**config.mk**
```make
export PLATFORM = sky130hd
export DESIGN_NAME = sat_counter
export DESIGN_NICKNAME = d
export VERILOG_FILES = /design/src/rtl/lfsr_prbs_checker_sat_counter.sv
export SDC_FILE = /design/constraint.sdc
export NUM_CORES = 1
export LEC_CHECK = 0
export CAP_MARGIN = 20
export CORE_MARGIN = 2
export CORE_UTILIZATION = 50
export DETAILED_ROUTE_END_ITERATION = 7
export DONT_BUFFER_PORTS = 1
export PLACE_DENSITY = 0.62
export SETUP_SLACK_MARGIN = 0.2
export SYNTH_ARGS = -nofsm -noshare
export SYNTH_HDL_FRONTEND = slang
export SYNTH_SLANG_ARGS = --single-unit
export TNS_END_PERCENT = 5
```
**constraint.sdc**
```tcl
create_clock -name clk -period 2.31 [get_ports clk]
set_input_delay 0.231 -clock clk [delete_from_list [all_inputs] [get_ports clk]]
set_output_delay 0.231 -clock clk [all_outputs]
set_load 0.05 [all_outputs]
```
**src/rtl/lfsr_prbs_checker_sat_counter.sv**
```systemverilog
// Saturating event counter with synchronous clear.
// Clear wins over a coincident increment.
module sat_counter #(
  parameter int CNT_W = 16
) (
  input  logic             clk,
  input  logic             rst,
  input  logic             inc,
  input  logic             clr,
  output logic [CNT_W-1:0] q
);

  logic [CNT_W-1:0] q_q;
  logic [CNT_W-1:0] q_d;

  always_comb begin
    q_d = q_q;
    if (clr) begin
      q_d = '0;
    end else if (inc && (q_q != '1)) begin
      q_d = q_q + CNT_W'(1);
    end
  end

  always_ff @(posedge clk or negedge rst) begin
    if (!rst) begin
      q_q <= '0;
    end else begin
      q_q <= q_d;
    end
  end

  assign q = q_q;

endmodule

```
==> results of run 1 <==
## final cells by class
class | instances | area [sq um]
Tap cell | 25 | 31.28
Clock buffer | 4 | 26.28
Fill cell | 150 | 621.8
Inverter | 3 | 11.26
Multi-Input combinational cell | 74 | 504.2
Sequential cell | 16 | 402.9
Timing Repair Buffer | 19 | 147.6
## layer usage
metal,vias up,routed length (microns)
li1,421,-
met4,0,25
met3,4,99
met2,25,1015
met5,-,0
met1,413,1065
## worst max path at each step
stage	startpoint	end	depth (start not counted)
after floorplan	q[0]	q[15]	5
after global placement	q[0]	q[3]	6
after detailed placement	q[0]	q[3]	6
after CTS	q[0]	q[3]	6
after global routing	q[0]	q[9]	5
final	q[0]	q[3]	6
## where the power goes
group	leakage, nW	internal (W)	switching (W)
registers	0.219	0.000283	0.00000176
clock network	0.0150	0.0000672	0.0000903
logic	0.250	0.0000103	0.0000298
total	0.484	0.000360	0.000122
## cells by family after synthesis
family,count (synthesis),share of synthesized area
compound gates,24,0.1620
fa+ha+maj,1,0.01328
buf+inv,8,0.03983
flops,16,0.4250
mux,4,0.04781
simple gates,45,0.3121
## layout by cell type, fill, tap and decap left out
| cell | netlist | final |
|---|---|---|
| sky130_fd_sc_hd__nor2_1 | 4 | 4 |
| sky130_fd_sc_hd__dlygate4sd3_1 | 0 | 2 |
| sky130_fd_sc_hd__nand4_1 | 6 | 6 |
| sky130_fd_sc_hd__and3_1 | 2 | 2 |
| sky130_fd_sc_hd__clkbuf_1 | 4 | 1 |
| sky130_fd_sc_hd__inv_1 | 3 | 3 |
| sky130_fd_sc_hd__nor2b_1 | 4 | 4 |
| sky130_fd_sc_hd__a211oi_2 | 1 | 1 |
| sky130_fd_sc_hd__nor4_4 | 1 | 1 |
| sky130_fd_sc_hd__or3_2 | 1 | 1 |
| sky130_fd_sc_hd__mux2_1 | 4 | 4 |
| sky130_fd_sc_hd__nand3_1 | 3 | 3 |
| sky130_fd_sc_hd__or3_1 | 2 | 2 |
| sky130_fd_sc_hd__dfrtp_2 | 0 | 2 |
| sky130_fd_sc_hd__ha_1 | 1 | 1 |
| sky130_fd_sc_hd__clkbuf_4 | 0 | 3 |
| sky130_fd_sc_hd__nand2_1 | 6 | 6 |
| sky130_fd_sc_hd__o21ai_0 | 1 | 1 |
| sky130_fd_sc_hd__o21ai_1 | 3 | 3 |
| sky130_fd_sc_hd__o211ai_2 | 1 | 1 |
| sky130_fd_sc_hd__or4_2 | 2 | 2 |
| sky130_fd_sc_hd__o31ai_1 | 7 | 7 |
| sky130_fd_sc_hd__nor4_1 | 4 | 4 |
| sky130_fd_sc_hd__or4_1 | 5 | 5 |
| sky130_fd_sc_hd__buf_4 | 0 | 17 |
| sky130_fd_sc_hd__nand3b_1 | 1 | 1 |
| sky130_fd_sc_hd__dfrtp_1 | 16 | 14 |
| sky130_fd_sc_hd__nand4_2 | 1 | 1 |
| sky130_fd_sc_hd__nor3_1 | 1 | 1 |
| sky130_fd_sc_hd__and4_2 | 2 | 2 |
| sky130_fd_sc_hd__a21oi_1 | 11 | 11 |
## metrics by stage
| step | worst slack, ns | instances | hold slack, ns |
|---|---|---|---|
| after floorplan | 0.3617 | 98 | -0.06459 |
| after global placement | 0.4804 | 135 | -0.06427 |
| after detailed placement | 0.4562 | 135 | -0.06408 |
| after CTS | 0.4372 | 141 | 0.09731 |
| after global routing | 0.3041 | 141 | 0.09237 |
| final | 0.4376 | 141 | 0.1041 |
==> summary.md, run 1 <==
| Metric | Value |
|---|---|
| Outcome | `complete, no violations` |
| Required time at the worst-slack endpoint | `2.53 ns` |
| Effective utilization at floorplan | `0.5398` |
| Clock sink count | `16` |
| Post-Route Setup TNS | `0 ns` |
| Share of the clock period used by the worst path | `0.8106` |
| Pin slew with the least headroom to its limit | `0.7238 ns` |
| Number of port buffers | `0` |
| Leakage Power | `0.4841 nW` |
| Kind of cell adding the most delay to the critical path | `simple AND/OR/NAND/NOR gates` |
| Critical path buffer and inverter count | `1` |
| Post-Syn Area per Cell | `9.614 sq um` |
| Tot Pwr | `0.0004821 W` |
| Share of the core filled with cells in the final layout | `0.6437` |
| Ant. Diodes | `0` |
| Number of library cell types mapped by synthesis | `28` |
| Minimum setup slack among reg-to-reg paths | `0.44 ns` |
| Cell with the biggest individual delay on the critical path | `sky130_fd_sc_hd__or4_2` |
| Met2 usage | `0.3486` |
| Power density of the placed cells | `429.1 nW/um^2` |
| Quantity of hold-fixing buffers added after cts | `2` |
| Total setup violations reported at the end of the flow | `0` |
| Classification of the worst setup path | `reg2reg` |
| Post-synthesis cell area | `942.2 sq um` |
| Via count of the first global-routing pass | `775` |
| Async set-reset flop share out of synthesis | `1.000` |
| Routing usage on met3 | `0.04528` |
| Post-synthesis cell type with the largest combined area | `sky130_fd_sc_hd__dfrtp_1` |
| Worst ir drop on vdd | `0.2395 mV` |
| Total Die Area | `2248 sq um` |
| Root Buffer Master | `sky130_fd_sc_hd__clkbuf_4` |
| Final Hold Fails | `0` |
| CTS Buffer Depth | `2` |
| Number of antenna violations at the first check in global routing | `0` |
| Detailed-route DRC error count | `0` |
| First-iteration detailed-routing DRC count | `14` |
| Met1 Usage GRT | `0.3215` |
| Register-to-Register Path Depth | `6` |
| Worst hold stages | `2` |
| Endpoint, Worst Hold | `q[1]` |
| Number of cells produced by synthesis | `98` |
| Dominant synthesized flop cell | `sky130_fd_sc_hd__dfrtp_1` |
| Post-synthesis net count | `103` |
| Std-Cell Core Area | `1745 sq um` |
| RSZ-0062 raised after global routing | `false` |
| Number of max-capacitance violations reported | `0` |
| Number of buffers created by CTS | `3` |
| Most common library cells after synthesis | `sky130_fd_sc_hd__dfrtp_1, sky130_fd_sc_hd__a21oi_1, sky130_fd_sc_hd__o31ai_1` |
| Vias after detailed routing | `863` |
| Die Ht | `47.41 microns` |
| Remaining antenna violation count | `0` |
| Number of H-tree levels | `1` |
| Post-synthesis register bit count | `16` |
| Instance area after placement | `1077 sq um` |
| Beginning of the worst register-to-register path | `q[0]` |
| Buffers inserted by post-CTS timing repair | `0` |
| Maximum number of pins on one net before global-route repair | `23` |
| Routability-driven placement congestion ratio | `0.7616` |
| First-pass GRT wire length | `3581 microns` |
| Max-slew violation total from the final report | `0` |
| Critical path data arrival time | `2.09 ns` |
| Quantity of gates resized following cts | `0` |
| Fraction of the yosys area taken by sequential cells | `0.4250` |
| 1st-pass router iterations | `4` |
| Non-Filler Cell Area, Final | `1124 sq um` |
| Sort of element at the end of the critical path | `flop` |
| Number of standard-cell rows in the floorplan | `15` |
| Synthesis-to-layout area growth | `19.26%` |
| YS warnings | `0` |
| Total congestion overflow | `0` |
| Slowest stage delay, CP | `0.60 ns` |
| Final setup skew | `0.004102 ns` |
| Die W | `47.41 microns` |
| Max reg flops | `16` |
| Min cycle time layout | `1.872 ns` |
| Layout cell share with drive strength beyond 1 | `0.2672` |
| Number of nets in the layout | `122` |
| Endpoint of the worst register-to-register path | `q[3]` |
| Ports | `20` |
| Cell types with the largest area share after synthesis | `sky130_fd_sc_hd__dfrtp_1, sky130_fd_sc_hd__a21oi_1, sky130_fd_sc_hd__o31ai_1` |
| Highest attainable clock frequency | `0.5341 GHz` |
| Total detailed-routing wirelength | `2206 microns` |
| Critical path launch point type | `flop` |
| Total track usage | `0.2261` |
| TritonCTS clock tree | `yes` |
| Hold WC Path Type | `in2reg` |
| Global-route layer with the greatest usage | `met2` |
| Source-to-sink clock delay at the later pin of the worst-skew pair | `0.29 ns` |
| Via density per instance | `6.121` |
| Detailed placer's ending HPWL | `1555 microns` |
| Hold path start | `inc` |
| Cells traversed along the worst timing path | `ha_1, nand4_2, nor4_4, buf_4, or4_2, a21oi_1` |
| Most instantiated library cell after synthesis | `sky130_fd_sc_hd__dfrtp_1` |
| WL/cell | `15.65 microns` |
| Relative max-transition margin | `0.5159` |
| Number of flops mapped to enable cells by yosys | `0` |
| Critical-path maximum fanout | `13` |
| Share of the synthesized area in the top cell type | `0.4250` |
| Worst-path clk slew | `0.09 ns` |
Power figures use the tool's default switching activity.
==> run 2: changes to the inputs <==
--- a/config.mk
+++ b/config.mk
@@ -10,7 +10,7 @@
 export CORE_UTILIZATION = 50
 export DETAILED_ROUTE_END_ITERATION = 7
 export DONT_BUFFER_PORTS = 1
-export PLACE_DENSITY = 0.62
+export PLACE_DENSITY = 0.65
 export SETUP_SLACK_MARGIN = 0.2
 export SYNTH_ARGS = -nofsm -noshare
 export SYNTH_HDL_FRONTEND = slang
==> constraint.sdc (replaced) <==
create_clock -name clk -period 1.6 [get_ports clk]
set_input_delay 0.16 -clock clk [delete_from_list [all_inputs] [get_ports clk]]
set_output_delay 0.16 -clock clk [all_outputs]
set_load 0.05 [all_outputs]
==> run 2 against run 1 <==
The run now ends with negative setup slack left. Critical path type unchanged. Global-route usage is 4.7 points higher. Power grew 60%. Critical endpoint is now q[11]. Combinational power grew 81%. Register-to-register slack lost 0.59 ns.
==> summary.md, run 2 (synthesis results as in run 1) <==
| Metric | Value |
|---|---|
| Outcome | `complete, but fails checks` |
| Violated checks | `negative setup slack` |
| Total congestion overflow | `0` |
| Number of H-tree levels | `1` |
| Number of nets in the layout | `141` |
| Number of standard-cell rows in the floorplan | `15` |
| 1st-pass router iterations | `4` |
| Ant. Diodes | `0` |
| Ports | `20` |
| Via count of the first global-routing pass | `924` |
| Std-Cell Core Area | `1745 sq um` |
| Final Hold Fails | `0` |
| Final std cells w/o fill | `160` |
| Highest attainable clock frequency | `0.5713 GHz` |
| Hold WC Path Type | `in2reg` |
| Final setup skew | `0.0006386 ns` |
| Most used cells in the layout excluding fill and tap cells | `sky130_fd_sc_hd__buf_4, sky130_fd_sc_hd__dfrtp_2, sky130_fd_sc_hd__a21oi_1` |
| Number of buffers created by CTS | `3` |
| Part of the total power dissipated in the clock network | `0.371` |
| Worst hold stages | `2` |
| Routability-driven placement congestion ratio | `0.8118` |
| Worst ir drop on vdd | `0.4481 mV` |
| Minimum setup slack among reg-to-reg paths | `-0.15 ns` |
| Detailed-route DRC error count | `0` |
| Maximum number of pins on one net before global-route repair | `23` |
| Source-to-sink clock delay at the later pin of the worst-skew pair | `0.30 ns` |
| Register-to-Register Path Depth | `6` |
| Root Buffer Master | `sky130_fd_sc_hd__clkbuf_4` |
| Clock sink count | `16` |
| Sort of element at the end of the critical path | `flop` |
| Detailed placer's ending HPWL | `1674 microns` |
| Required time at the worst-slack endpoint | `1.79 ns` |
| Endpoint, Worst Hold | `q[1]` |
| Min cycle time layout | `1.750 ns` |
| Fraction of power spent switching nets | `0.2624` |
| Worst slack on hold paths | `0.01459 ns` |
| Share of the clock period used by the worst path | `1.094` |
| RSZ-0062 raised after global routing | `true` |
| Leakage Power | `0.5643 nW` |
| First-iteration detailed-routing DRC count | `40` |
| Synthesis-to-layout area growth | `53.92%` |
| WL/cell | `19.60 microns` |
| Effective utilization at floorplan | `0.5398` |
| Critical path data arrival time | `1.94 ns` |
| Relative max-transition margin | `0.4557` |
| Post-Route Setup TNS | `-1.596 ns` |
| Max-slew violation total from the final report | `0` |
| Inst Count DP | `148` |
| Number of antenna violations at the first check in global routing | `0` |
| Max reg flops | `16` |
| Internal power of the cells | `0.0005693 W` |
| Total net switching power | `0.0002025 W` |
| Remaining antenna violation count | `0` |
| Die W | `47.41 microns` |
| Endpoint of the worst register-to-register path | `q[11]` |
| Hold path start | `inc` |
| Total setup violations reported at the end of the flow | `13` |
| Worst-path clk slew | `0.10 ns` |
| Pin slew with the least headroom to its limit | `0.8156 ns` |
| TritonCTS clock tree | `yes` |
| Instance area after placement | `1214 sq um` |
| Die Ht | `47.41 microns` |
| Total track usage | `0.2731` |
| Layout cell share with drive strength beyond 1 | `0.6000` |
| Power density of the placed cells | `532.2 nW/um^2` |
| CTS Buffer Depth | `2` |
| Critical-path maximum fanout | `4` |
| Sequential share of power | `0.535` |
| Via density per instance | `6.331` |
| Critical path launch point type | `flop` |
| Number of max-capacitance violations reported | `0` |
| Part of the total power dissipated in combinational logic | `0.094` |
| Most common cell after layout, fill and taps aside | `sky130_fd_sc_hd__buf_4` |
| Final setup slack of the worst path | `-0.1503 ns` |
| Beginning of the worst register-to-register path | `q[0]` |
| First-pass GRT wire length | `4119 microns` |
| Vias after detailed routing | `1013` |
| Non-Filler Cell Area, Final | `1450 sq um` |
| Classification of the worst setup path | `reg2reg` |
| Total Die Area | `2248 sq um` |
| Number of port buffers | `0` |
| Tot Pwr | `0.0007718 W` |
| Total detailed-routing wirelength | `3136 microns` |
==> run 2: critical path, cell delays in order (launching register included) <==
cell and delay (ns):
sky130_fd_sc_hd__dfrtp_2 0.41, sky130_fd_sc_hd__ha_4 0.16, sky130_fd_sc_hd__nand4_4 0.08, sky130_fd_sc_hd__nor4_4 0.42, sky130_fd_sc_hd__buf_6 0.20, sky130_fd_sc_hd__nor4_4 0.04
sky130_fd_sc_hd__mux2_4 0.33
==> run 2: per-layer routing <==
metal,global-route usage,vias up,share of wire
li1,-,455,-
met1,0.3239,488,0.37
met2,0.4757,56,0.51
met3,0.04528,14,0.084
met4,0.1333,0,0.040
met5,0,-,0
==> run 2: cell type report <==
class                   count  area, sq um
clock buffers               4        36.28
well taps                  25        31.28
fillers                   109        295.3
repair buffers             38        305.3
flip-flops and latches     16        420.4
inverters                   3        11.26
multi-input cells          74        645.6
==> run 2: repair_timing <==
action	in CTS	in global routing
endpoints found under the setup margin	16	16
setup buffers	3	3
pin swaps	10	9
endpoints found under the hold margin	28	0
hold buffers	2	0
gates resized for setup	11	16
==> run 2: power by group through the flow <==
stage	clock, W	sequential (W)	combinational [W]
finish	0.000286	0.000413	0.0000724
CTS	0.000284	0.000413	0.0000666
global placement	0	0.000421	0.0000413
global route	0.000303	0.000414	0.0000784
floorplan	0	0.000435	0.0000238
detailed placement	0	0.000421	0.0000423
==> run 2: per-stage QoR <==
stage / utilization / setup WS [ns]
6_report: 0.8308 / -0.1503
5_1_grt: 0.8308 / -0.2178
4_1_cts: 0.7677 / -0.1489
3_5_place_dp: 0.6953 / -0.2069
3_3_place_gp: 0.6953 / -0.1357
2_1_floorplan: - / -0.1918
==> run 2: worst max path at each step <==
stage                  to  slack, ns  cells after the start  start
finish              q[11]      -0.15                      6   q[0]
global route        q[11]      -0.22                      6   q[1]
CTS                 q[13]      -0.15                      5   q[1]
detailed placement   q[3]      -0.21                      6   q[1]
global placement     q[3]      -0.14                      6   q[1]
floorplan           q[15]      -0.19                      4  q[13]
==> run 3: changes to the inputs <==
--- a/config.mk
+++ b/config.mk
@@ -5,6 +5,7 @@
 export SDC_FILE = /design/constraint.sdc
 export NUM_CORES = 1
 export LEC_CHECK = 0
+export ABC_AREA = 1
 export CAP_MARGIN = 20
 export CORE_MARGIN = 2
 export CORE_UTILIZATION = 50
@@ -12,6 +13,7 @@
 export DONT_BUFFER_PORTS = 1
 export PLACE_DENSITY = 0.65
 export SETUP_SLACK_MARGIN = 0.2
+export SLEW_MARGIN = 5
 export SYNTH_ARGS = -nofsm -noshare
 export SYNTH_HDL_FRONTEND = slang
 export SYNTH_SLANG_ARGS = --single-unit
==> run 3 against run 2 <==
The flow now finishes without violations. Flip-flop and latch count stayed put. Via count grew 4.6%. Sequential power barely moved. Final area is 4.0% lower. First-iteration DRC count is 68% lower. Final cell count increased by 28%. Core utilization decreased by 12 points. Combinational power grew 21%. Fmax grew 20%. Synthesized cell count grew 47%. Setup slack gained 0.29 ns. Wire length shrank 9.3%. Highest routed layer unchanged.
==> summary.md, run 3 <==
| Metric | Value |
|---|---|
| Post-synthesis net count | `149` |
| Beginning of the worst register-to-register path | `q[0]` |
| Fraction of the yosys area taken by sequential cells | `0.3860` |
| Most common cell on crit path | `sky130_fd_sc_hd__nand2_4` |
| Sequential Area | `411.6 sq um` |
| Number of nets in the layout | `183` |
| Total track usage | `0.2559` |
| Critical path data arrival time | `1.70 ns` |
| Total detailed-routing wirelength | `2845 microns` |
| Relative max-transition margin | `0.4965` |
| Non-Filler Cell Area, Final | `1393 sq um` |
| Required time at the worst-slack endpoint | `1.84 ns` |
| Worst hold stages | `3` |
| Post-Syn Area per Cell | `7.203 sq um` |
| Outcome | `complete, no violations` |
| Area share of and/or/nand/nor cells after synthesis | `0.4282` |
| Share of cell area taken by muxes after synthesis | `0` |
| Post-Synth Adder-Cell Area | `0.01206` |
| Classification of the worst setup path | `reg2reg` |
| Remaining antenna violation count | `0` |
| Clock sink count | `16` |
| Post-synthesis register bit count | `16` |
| Instance area after placement | `1281 sq um` |
| Synthesis-to-layout area growth | `34.26%` |
| Tot Pwr | `0.0007363 W` |
| Via density per instance | `5.196` |
| Minimum setup slack among reg-to-reg paths | `0.14 ns` |
| Std-Cell Core Area | `1962 sq um` |
| Number of buffers created by CTS | `3` |
| Final setup skew | `0.004648 ns` |
| Total setup violations reported at the end of the flow | `0` |
| Number of H-tree levels | `1` |
| Max reg flops | `16` |
| Number of max-capacitance violations reported | `0` |
| Endpoint, Worst Hold | `q[4]` |
| Dominant combinational cell family by area after synthesis | `simple AND/OR/NAND/NOR gates` |
| Register-to-Register Path Depth | `10` |
| Critical path buffer and inverter count | `2` |
| Final Hold Fails | `0` |
| Critical-path maximum fanout | `7` |
| Slowest stage delay, CP | `0.41 ns` |
| Via count of the first global-routing pass | `1078` |
| First-pass GRT wire length | `4836 microns` |
| Ports | `20` |
| Max-slew violation total from the final report | `0` |
| TritonCTS clock tree | `yes` |
| Hold path start | `clr` |
| Post-Route Setup TNS | `0 ns` |
| Worst ir drop on vdd | `0.5026 mV` |
| Number of antenna violations at the first check in global routing | `0` |
| Ant. Diodes | `0` |
| WL/cell | `13.95 microns` |
| Share of the synthesized area in the top cell type | `0.3860` |
| Total congestion overflow | `0` |
| 1st-pass router iterations | `4` |
| Hold WC Path Type | `in2reg` |
| Fill cell total of the finished layout | `177` |
| Pin slew with the least headroom to its limit | `0.7527 ns` |
| Leakage Power | `0.6889 nW` |
| Endpoint of the worst register-to-register path | `q[14]` |
| Detailed-route DRC error count | `0` |
| Most common cell after layout, fill and taps aside | `sky130_fd_sc_hd__nand2_1` |
| First-iteration detailed-routing DRC count | `13` |
| Multi-input combinational cell area | `601.8 sq um` |
| Highest attainable clock frequency | `0.6846 GHz` |
| Most instantiated library cell after synthesis | `sky130_fd_sc_hd__nand2_1` |
| Kind of cell adding the most delay to the critical path | `simple AND/OR/NAND/NOR gates` |
| Source-to-sink clock delay at the later pin of the worst-skew pair | `0.30 ns` |
| Worst-path clk slew | `0.10 ns` |
| Cells traversed along the worst timing path | `ha_4, nand2_4, nor2_4, nand2_4, buf_6, o21ai_4, nand2_4, inv_6, nand2_2, nand2_1` |
| Cell types with the largest area share after synthesis | `sky130_fd_sc_hd__dfrtp_1, sky130_fd_sc_hd__nand2_1, sky130_fd_sc_hd__nand3_1` |
| Total Die Area | `2455 sq um` |
| Post-synthesis cell type with the largest combined area | `sky130_fd_sc_hd__dfrtp_1` |
| Number of library cell types mapped by synthesis | `23` |
| Async set-reset flop share out of synthesis | `1.000` |
| Die W | `49.55 microns` |
| Number of standard-cell rows in the floorplan | `16` |
| Maximum number of pins on one net before global-route repair | `17` |
| Power density of the placed cells | `528.8 nW/um^2` |
| Cell with the biggest individual delay on the critical path | `sky130_fd_sc_hd__dfrtp_2` |
| Dominant synthesized flop cell | `sky130_fd_sc_hd__dfrtp_1` |
| Post-synthesis cell area | `1037 sq um` |
| Number of cells produced by synthesis | `144` |
| Number of port buffers | `0` |
| RSZ-0062 raised after global routing | `true` |
| YS warnings | `0` |
| CTS Buffer Depth | `2` |
| Most used cells in the layout excluding fill and tap cells | `sky130_fd_sc_hd__nand2_1, sky130_fd_sc_hd__buf_4, sky130_fd_sc_hd__nand3_1` |
| Critical path launch point type | `flop` |
| Routability-driven placement congestion ratio | `0.8568` |
| Effective utilization at floorplan | `0.5287` |
| Detailed placer's ending HPWL | `2050 microns` |
| Number of flops mapped to enable cells by yosys | `0` |
| Compound-gate portion of the synthesized area | `0.05428` |
| Min cycle time layout | `1.461 ns` |
| XOR/XNOR share of the synthesized area | `0.04222` |
| Root Buffer Master | `sky130_fd_sc_hd__clkbuf_4` |
| Most common library cells after synthesis | `sky130_fd_sc_hd__nand2_1, sky130_fd_sc_hd__dfrtp_1, sky130_fd_sc_hd__nor2_1` |
| Vias after detailed routing | `1060` |
| Layout cell share with drive strength beyond 1 | `0.3446` |
| Sort of element at the end of the critical path | `flop` |
| Share of the clock period used by the worst path | `0.9130` |
| Die Ht | `49.55 microns` |
==> run 3: cell count changes after synthesis, moves of 4 or more <==
cell | before | now
sky130_fd_sc_hd__a21oi_1 | 11 | 1
sky130_fd_sc_hd__clkbuf_1 | 4 | 0
sky130_fd_sc_hd__inv_1 | 3 | 11
sky130_fd_sc_hd__mux2_1 | 4 | 0
sky130_fd_sc_hd__nand2_1 | 6 | 55
sky130_fd_sc_hd__nand3_1 | 3 | 12
sky130_fd_sc_hd__nor2_1 | 4 | 14
sky130_fd_sc_hd__nor2b_1 | 4 | 0
sky130_fd_sc_hd__nor4_1 | 4 | 0
sky130_fd_sc_hd__o31ai_1 | 7 | 0
sky130_fd_sc_hd__or4_1 | 5 | 0
==> run 3: cells by family after synthesis <==
family,after synthesis
compound gates,8
xor+xnor,5
flops,16
fa+ha+maj,1
simple gates,98
buf+inv,16
==> run 3: worst max-delay path by stage <==
stage,endpoint,slack (ns),startpoint,cells after the start
after global placement,q[15],-0.13,q[1],8
after global routing,q[4],0.06,q[0],10
after detailed placement,q[10],-0.20,q[1],8
after floorplan,q[10],-0.03,q[1],10
final,q[14],0.14,q[0],10
after CTS,q[14],0.14,q[0],10
==> run 3: worst reg2reg max path, cell delays in order, from the launching register on <==
cell                      delay (ns)
sky130_fd_sc_hd__dfrtp_2        0.41
sky130_fd_sc_hd__ha_4           0.15
sky130_fd_sc_hd__nand2_4        0.05
sky130_fd_sc_hd__nor2_4         0.10
sky130_fd_sc_hd__nand2_4        0.05
sky130_fd_sc_hd__buf_6          0.12
sky130_fd_sc_hd__o21ai_4        0.15
sky130_fd_sc_hd__nand2_4        0.13
sky130_fd_sc_hd__inv_6          0.12
sky130_fd_sc_hd__nand2_2        0.05
sky130_fd_sc_hd__nand2_1        0.06
==> run 3: repair_timing <==
item                                    CTS  global route
buffers inserted                          1             1
pin swaps                                 6             1
gates resized for setup                  12             7
endpoints found under the hold margin    16             0
cloned                                    1             0
endpoints found under the setup margin   16            16
hold buffers                              1             0
==> run 3: cell type report <==
type | count | share of cell area
multi-input combinational | 112 | 0.4322
clock buffer | 4 | 0.01887
timing repair inverter | 1 | 0.006289
tap | 27 | 0.02426
timing repair buffer | 31 | 0.1824
inverter | 13 | 0.04043
sequential | 16 | 0.2956
==> run 3: metal layers <==
metal  part of all wire  track usage
met1               0.43       0.3148
met2               0.52       0.4556
met3              0.035      0.03636
met4              0.011      0.08333
met5                  0            0
==> run 3: where the power goes <==
group          leakage [nW]  internal [W]  switching, W
Combinational         0.466     0.0000266     0.0000610
Clock                0.0150     0.0000972      0.000137
Sequential            0.208      0.000409    0.00000556
==> run 3: stage by stage <==
stage | cells | hold WS [ns] | setup WS [ns] | utilization
6_report | 204 | 0.01151 | 0.1392 | 0.7098
5_1_grt | 204 | 0.03197 | 0.06066 | 0.7098
4_1_cts | 203 | 0.006540 | 0.1388 | 0.6952
3_5_place_dp | 196 | -0.1352 | -0.2040 | 0.6531
3_3_place_gp | 196 | -0.1353 | -0.1317 | 0.6531
2_1_floorplan | 144 | -0.1356 | -0.03391 | -
